File: config.mk
export PLATFORM = sky130hd
export DESIGN_NAME = dmem_arbiter
export DESIGN_NICKNAME = d
export VERILOG_FILES = /design/src/rtl/dmem_arbiter.sv
export SDC_FILE = /design/constraint.sdc
export NUM_CORES = 1
export LEC_CHECK = 0
export CORE_MARGIN = 2
export CORE_UTILIZATION = 45
export CTS_CLUSTER_DIAMETER = 50
export DETAILED_ROUTE_END_ITERATION = 7
export PLACE_DENSITY_LB_ADDON = 0.3
export SYNTH_ARGS = -nofsm -noshare
export SYNTH_HDL_FRONTEND = slang
export SYNTH_SLANG_ARGS = --single-unit
File: constraint.sdc
create_clock -name clk_i -period 2.8 [get_ports clk_i]
set_input_delay 0.56 -clock clk_i [delete_from_list [all_inputs] [get_ports clk_i]]
set_output_delay 0.56 -clock clk_i [all_outputs]
set_load 0.05 [all_outputs]
File: src/rtl/dmem_arbiter.sv
// dmem_arbiter: round-robin arbiter between requesters A and B in front of a
// single-port data memory, plus a fill engine that writes a constant over an
// address range (wrapping modulo 2**D).
// Ports: clk_i/rst_i (async active-high); a_*/b_* requester ports with zero-latency
// grant and same-cycle read data; fill_* control/status; mem_* to the memory.
module dmem_arbiter #(
  parameter int W = 8,
  parameter int D = 8
) (
  input  logic         clk_i,
  input  logic         rst_i,
  input  logic         a_req_i,
  input  logic         a_we_i,
  input  logic [D-1:0] a_addr_i,
  input  logic [W-1:0] a_wdata_i,
  output logic         a_gnt_o,
  output logic [W-1:0] a_rdata_o,
  input  logic         b_req_i,
  input  logic         b_we_i,
  input  logic [D-1:0] b_addr_i,
  input  logic [W-1:0] b_wdata_i,
  output logic         b_gnt_o,
  output logic [W-1:0] b_rdata_o,
  input  logic         fill_start_i,
  input  logic [D-1:0] fill_base_i,
  input  logic [D-1:0] fill_count_i,
  input  logic [W-1:0] fill_value_i,
  output logic         fill_busy_o,
  output logic         fill_done_o,
  output logic         mem_we_o,
  output logic [D-1:0] mem_addr_o,
  output logic [W-1:0] mem_wdata_o,
  input  logic [W-1:0] mem_rdata_i
);

  typedef enum logic {ST_IDLE, ST_FILL} state_e;

  localparam logic [D-1:0] ONE = D'(1);

  state_e       state_q, state_d;
  logic         last_b_q, last_b_d;
  logic [D-1:0] idx_q, idx_d;
  logic [D-1:0] base_q, base_d;
  logic [D-1:0] cnt_q, cnt_d;
  logic [W-1:0] val_q, val_d;
  logic         done_q, done_d;
  logic [D-1:0] addr_q, addr_d;
  logic [W-1:0] wdata_q, wdata_d;
  logic [D-1:0] last_idx;
  logic         gnt_a, gnt_b;

  // A count of 0 means 2**D words; subtracting one in D bits maps it to 2**D-1.
  assign last_idx = cnt_q - ONE;

  always_comb begin
    state_d  = state_q;
    last_b_d = last_b_q;
    idx_d    = idx_q;
    base_d   = base_q;
    cnt_d    = cnt_q;
    val_d    = val_q;
    done_d   = 1'b0;
    addr_d   = addr_q;
    wdata_d  = wdata_q;
    gnt_a    = 1'b0;
    gnt_b    = 1'b0;
    mem_we_o = 1'b0;

    case (state_q)
      ST_IDLE: begin
        // Grants are combinational, so gate them while reset is held to keep
        // the memory quiet even if requesters are already active.
        if (!rst_i) begin
          if (a_req_i && b_req_i) begin
            gnt_a = last_b_q;
            gnt_b = ~last_b_q;
          end else begin
            gnt_a = a_req_i;
            gnt_b = b_req_i;
          end

          if (gnt_a) begin
            mem_we_o = a_we_i;
            addr_d   = a_addr_i;
            wdata_d  = a_wdata_i;
            last_b_d = 1'b0;
          end else if (gnt_b) begin
            mem_we_o = b_we_i;
            addr_d   = b_addr_i;
            wdata_d  = b_wdata_i;
            last_b_d = 1'b1;
          end

          if (fill_start_i) begin
            base_d  = fill_base_i;
            cnt_d   = fill_count_i;
            val_d   = fill_value_i;
            idx_d   = '0;
            state_d = ST_FILL;
          end
        end
      end

      ST_FILL: begin
        mem_we_o = 1'b1;
        addr_d   = base_q + idx_q;
        wdata_d  = val_q;
        idx_d    = idx_q + ONE;
        if (idx_q == last_idx) begin
          state_d = ST_IDLE;
          idx_d   = '0;
          done_d  = 1'b1;
        end
      end

      default: state_d = ST_IDLE;
    endcase
  end

  // Address/data go straight out from the next-state value; the registered copy
  // only exists so idle cycles repeat the last driven value instead of X.
  assign mem_addr_o  = addr_d;
  assign mem_wdata_o = wdata_d;
  assign a_gnt_o     = gnt_a;
  assign b_gnt_o     = gnt_b;
  assign a_rdata_o   = mem_rdata_i;
  assign b_rdata_o   = mem_rdata_i;
  assign fill_busy_o = (state_q == ST_FILL);
  assign fill_done_o = done_q;

  always_ff @(posedge clk_i or posedge rst_i) begin
    if (rst_i) begin
      state_q  <= ST_IDLE;
      last_b_q <= 1'b1;
      idx_q    <= '0;
      base_q   <= '0;
      cnt_q    <= '0;
      val_q    <= '0;
      done_q   <= 1'b0;
      addr_q   <= '0;
      wdata_q  <= '0;
    end else begin
      state_q  <= state_d;
      last_b_q <= last_b_d;
      idx_q    <= idx_d;
      base_q   <= base_d;
      cnt_q    <= cnt_d;
      val_q    <= val_d;
      done_q   <= done_d;
      addr_q   <= addr_d;
      wdata_q  <= wdata_d;
    end
  end

endmodule

# Word-level counts from Yosys, hierarchy flattened
# Index checks and enable logic that the tools add are counted.
[word_totals]
ff_bits = 51
elab_cells = 57
[classes]
addsub = 3
eq_ne = 3
n_mux = 34
bitwise_logic = 3
reduce_logical = 5
[ops]
columns = ["op", "n"]
rows = [
  ["$mux W8", 9],
  ["$pmux W8 S2", 3],
  ["$mux W1", 20],
  ["$add A8 B1 Y8 const B", 1],
  ["$add A8 B8 Y8", 1],
  ["$eq A8 B8 Y1", 1],
  ["$sub A8 B1 Y8 const B", 1],
  ["$reduce_and A3 Y1", 2],
  ["$ne A2 B2 Y1 const B", 2],
  ["$pmux W1 S2", 2],
  ["$not A1 Y1", 3],
  ["$reduce_and A2 Y1", 1],
  ["$reduce_bool A2 Y1", 1],
  ["$logic_and A1 B1 Y1", 1],
]

# Longest topological paths before layout
[depth]
ltp_word = 8
depth_mapped = 9

# Least setup slack after synthesis
# OpenSTA, ideal clock, no wires.
[synth_timing]
path_kind = "input to output"
startpoint = "input b_req_i"
endpoint = "output mem_addr_o[0]"
arrival_time_ps = 2659
required_ps = 2240
setup_slack_ps = -419
cell_stages = 6
cell_sequence = "inv_1 -> o21ai_1 -> clkbuf_1 -> o22a_1 -> o22ai_1 -> o21ai_0"
[synth_via]
elab_chain_len = 8
word_cells_on_any_way = 11
classes_between = "mux: 10; reduce/logical: 1"
[synth_lines]
columns = ["item", "line_no", "text"]
rows = [
  ["start: declaration", "18", "input logic b_req_i,"],
  ["$logic_and A1 B1 Y1", "74", "if (a_req_i && b_req_i) begin"],
  ["$mux W1", "74", ""],
  ["$mux W1", "73", "if (!rst_i) begin"],
  ["$mux W1", "69", "case (state_q)"],
  ["$mux W8", "87", "end else if (gnt_b) begin"],
  ["$mux W8 (*)", "82", "if (gnt_a) begin"],
  ["$mux W8 (*)", "73", ""],
  ["$pmux W8 S2 (*)", "69", ""],
  ["end: declaration", "31", "output logic [D-1:0] mem_addr_o,"],
]
# Mark *: on every way between the ends. The rest lies on a longest branch, timed or not. The select of a mux whose other input is x is not followed.

# Final worst setup path
[layout_timing]
startpoint = "register idx_q[1]"
endpoint = "output mem_addr_o[7]"
[layout_via]
elab_chain_len = 2
[layout_lines]
columns = ["item", "line_no", "text"]
rows = [
  ["start: declaration", "42", "logic [D-1:0] idx_q, idx_d;"],
  ["start signal: assignment", "145", "idx_q <= idx_d;"],
  ["$add A8 B8 Y8", "106", "addr_d = base_q + idx_q;"],
  ["$pmux W8 S2", "69", ""],
]
# Every way passes these cells.

==> impl_metrics.ini <==
[drt]
routedWlPerCell_um = 16.0
antenna_left = 0
routed_via_density = 5.52
finalWirelength_mm = 7.42
drt_iter0_drc = 82
routed.top_layer = met4
drt-met1-wl_mm = 3.07
route.met3.wl_um = 387
met2_length_mm = 3.87
drc_errors = 0
vias = 2549
firstDrtPassIters = 4

[timing]
slew_violations = 0
fin_ws_ns = -0.0908
hold_viol_final = 0
min_period_ns = 2.89
min_period_over_period_pct = 103
fmax_mhz = 346
clock_skew_ns = 0.0109
worst_pin_slew_ns = 0.630
hold_ws_ns = 0.513
slew_headroom_pct = 58.0
finalSetupTns_ns = -0.181
setup_viol = 2
rsz0062_at_grt = yes

[min_path]
hold_path_class = reg2reg
hp-start = val_q[2]

[setup_path]
worstSetupEndpointType = primary output
reg2reg_slack_ns = 0.31
worstPathMaxFanout = 2
cp-startpoint = idx_q[1]
cp.arrival_ns = 2.33
slowest_stage = dfrtp_1
slowest_delay_ns = 0.40
crit_type = reg2out
worstSetupStartpointType = register
path_cells = ha_1 -> a21o_1 -> a21oi_2 -> o21ai_2 -> o41a_1 -> xnor2_1 -> mux2i_2 -> buf_12
r2r-start = cnt_q[0]
cp.required_ns = 2.24

[yosys]
syn-num-nets = 380
yosys.area.top_type = dfrtp_1
synth.top_cell.area_share_pct = 41.8
syn_inst = 299
async_flop_share_pct = 100
synth_ff_type = dfrtp_1
synth.avg_cell_area_um2 = 10.0
yosysMostFrequentCell = dfrtp_1
ys_seq_area_share_pct = 42.6
netlist_top_cells_area = dfrtp_1, mux2_2, o22a_1
ys_warn_count = 0
ys_seq_elements = 51
ys_top_cells_by_count = dfrtp_1, nand2_1, o21ai_0
synth_edf_count = 0
netlist_area_mm2 = 0.00300
ys_types = 47

[power_and_ir_drop]
ir_drop_v = 0.00104
p_leak_nw = 1.87
p_per_area_mw_per_mm2 = 1370

[clocking]
insertion_delay_ns = 0.30
htree_levels = 2
cts_buffers = 5
cts_tree = yes
cts.sinks = 51
clk_pin_slew_ns = 0.09
hold_buffers = 0
root_buffer = clkbuf_8
clockBufferDepth = 2

[finish]
final_area_mm2 = 0.00430
final_nets = 465
area_growth_pct = 43.6
insertedDiodeCount = 0
fill_cells = 493
drive_gt1_share_pct = 26.2

[floorplanning]
die_area_mm2 = 0.00732
initial_utilization_pct = 46.9
coreArea_mm2 = 0.00639
die_x_um = 85.6
ios = 108
die_h_um = 85.6
rows = 29

[place]
port_buffers = 83
routabilityCongestion = 0.837
dpl.hpwl_mm = 5.55
placed_cell_area_mm2 = 0.00412

[run_status]
outcome = complete, but fails checks
violations = setup timing

[global_route]
grt.total_usage_pct = 20.2
antenna_found_initial = 0
gr-total-overflow = 0
grt_pass1_vias = 2629
grt_max_degree = 41
grt_pass1_wl_mm = 11.9

[job]
cap_violations = 0
[critical path, delay by kind of cell, from the launching register on]
kind	cells	cell delay (ns)
compound gates	4	0.75
xor+xnor	1	0.16
fa+ha+maj	1	0.30
buf+inv	1	0.18
flops	1	0.40
mux	1	0.25
[stage by stage]
step / utilization (%) / setup WS (ns) / total power, mW / std cells
after CTS: 66.3 / -0.116 / 5.81 / 457
after floorplan: - / -0.0267 / 3.67 / 299
final: 67.3 / -0.0908 / 5.90 / 462
after detailed placement: 64.5 / 0.0887 / 5.26 / 449
after global placement: 64.5 / 0.133 / 5.17 / 449
after global routing: 67.3 / -0.221 / 6.24 / 462
[kinds of logic (layout without fill, tap and decap cells)]
logic type      after synthesis  in the layout  synth area share, %
mux                          25             25                 9.23
simple gates                 74             74                 12.9
flops                        51             51                 42.6
compound gates               79             79                 18.4
fa+ha+maj                    10             10                 4.43
xor+xnor                     15             15                 4.39
buf+inv                      45            131                 7.98
[final cells by class]
type / count / area, um2 / area share, %
multi-input combinational: 203 / 1540 / 35.8
clock buffer: 7 / 76.3 / 1.77
sequential: 51 / 1280 / 29.7
timing repair buffer: 110 / 1230 / 28.6
clock inverter: 1 / 30.0 / 0.698
inverter: 13 / 48.8 / 1.13
tap: 77 / 96.3 / 2.24
[registers in the layout, indices dropped and copies added, names as in the netlist]
signal,count
addr_q,8
base_q,8
cnt_q,8
fill_busy_o,1
fill_done_o,1
idx_q,8
last_b_q,1
val_q,8
wdata_q,8
[layout by cell type (no fill, tap or decap), types with 5 or more instances in the layout]
cell / instances
a21o_1: 5
ha_1: 8
o21ai_0: 9
o22a_1: 15
mux2_2: 21
o22ai_1: 15
o21ai_2: 11
clkbuf_8: 5
buf_4: 26
dfrtp_1: 50
nand2_1: 26
clkdlybuf4s50_1: 63
o21ai_1: 5
buf_12: 20
xnor2_1: 8
xor2_1: 7
nand3_1: 5
inv_1: 11
nand2b_1: 7
nor3_1: 7
nor4_1: 5
nor2_1: 9
[final timing paths]
path / depth (start not counted) / endpoint
max: 8 / mem_addr_o[7]
min: 1 / val_q[2]
max reg2reg: 7 / idx_q[5]
min reg2reg: 1 / val_q[2]
max in group asynchronous: 4 / val_q[0]
min in group asynchronous: 4 / wdata_q[6]
[where the power goes]
part	switching, mW	internal (mW)	total [mW]
sequential	0.257	1.10	1.35
clock	0.233	0.268	0.501
combinational	2.12	1.93	4.05
total	2.61	3.29	5.90
[metal layers]
layer,global-route usage [%],up-vias
met4,6.06,0
li1,-,1230
met2,36.8,65
met1,25.0,1245
met5,0,-
met3,2.60,9
[what timing repair did]
item,4_1_cts,5_1_grt
pin swaps,1,7
hold endpoints to repair,0,0
buffers inserted,0,4
cloned,0,1
setup endpoints to repair,2,9
resized for setup,6,11
Note: power is estimated with default switching activity, not from simulation.
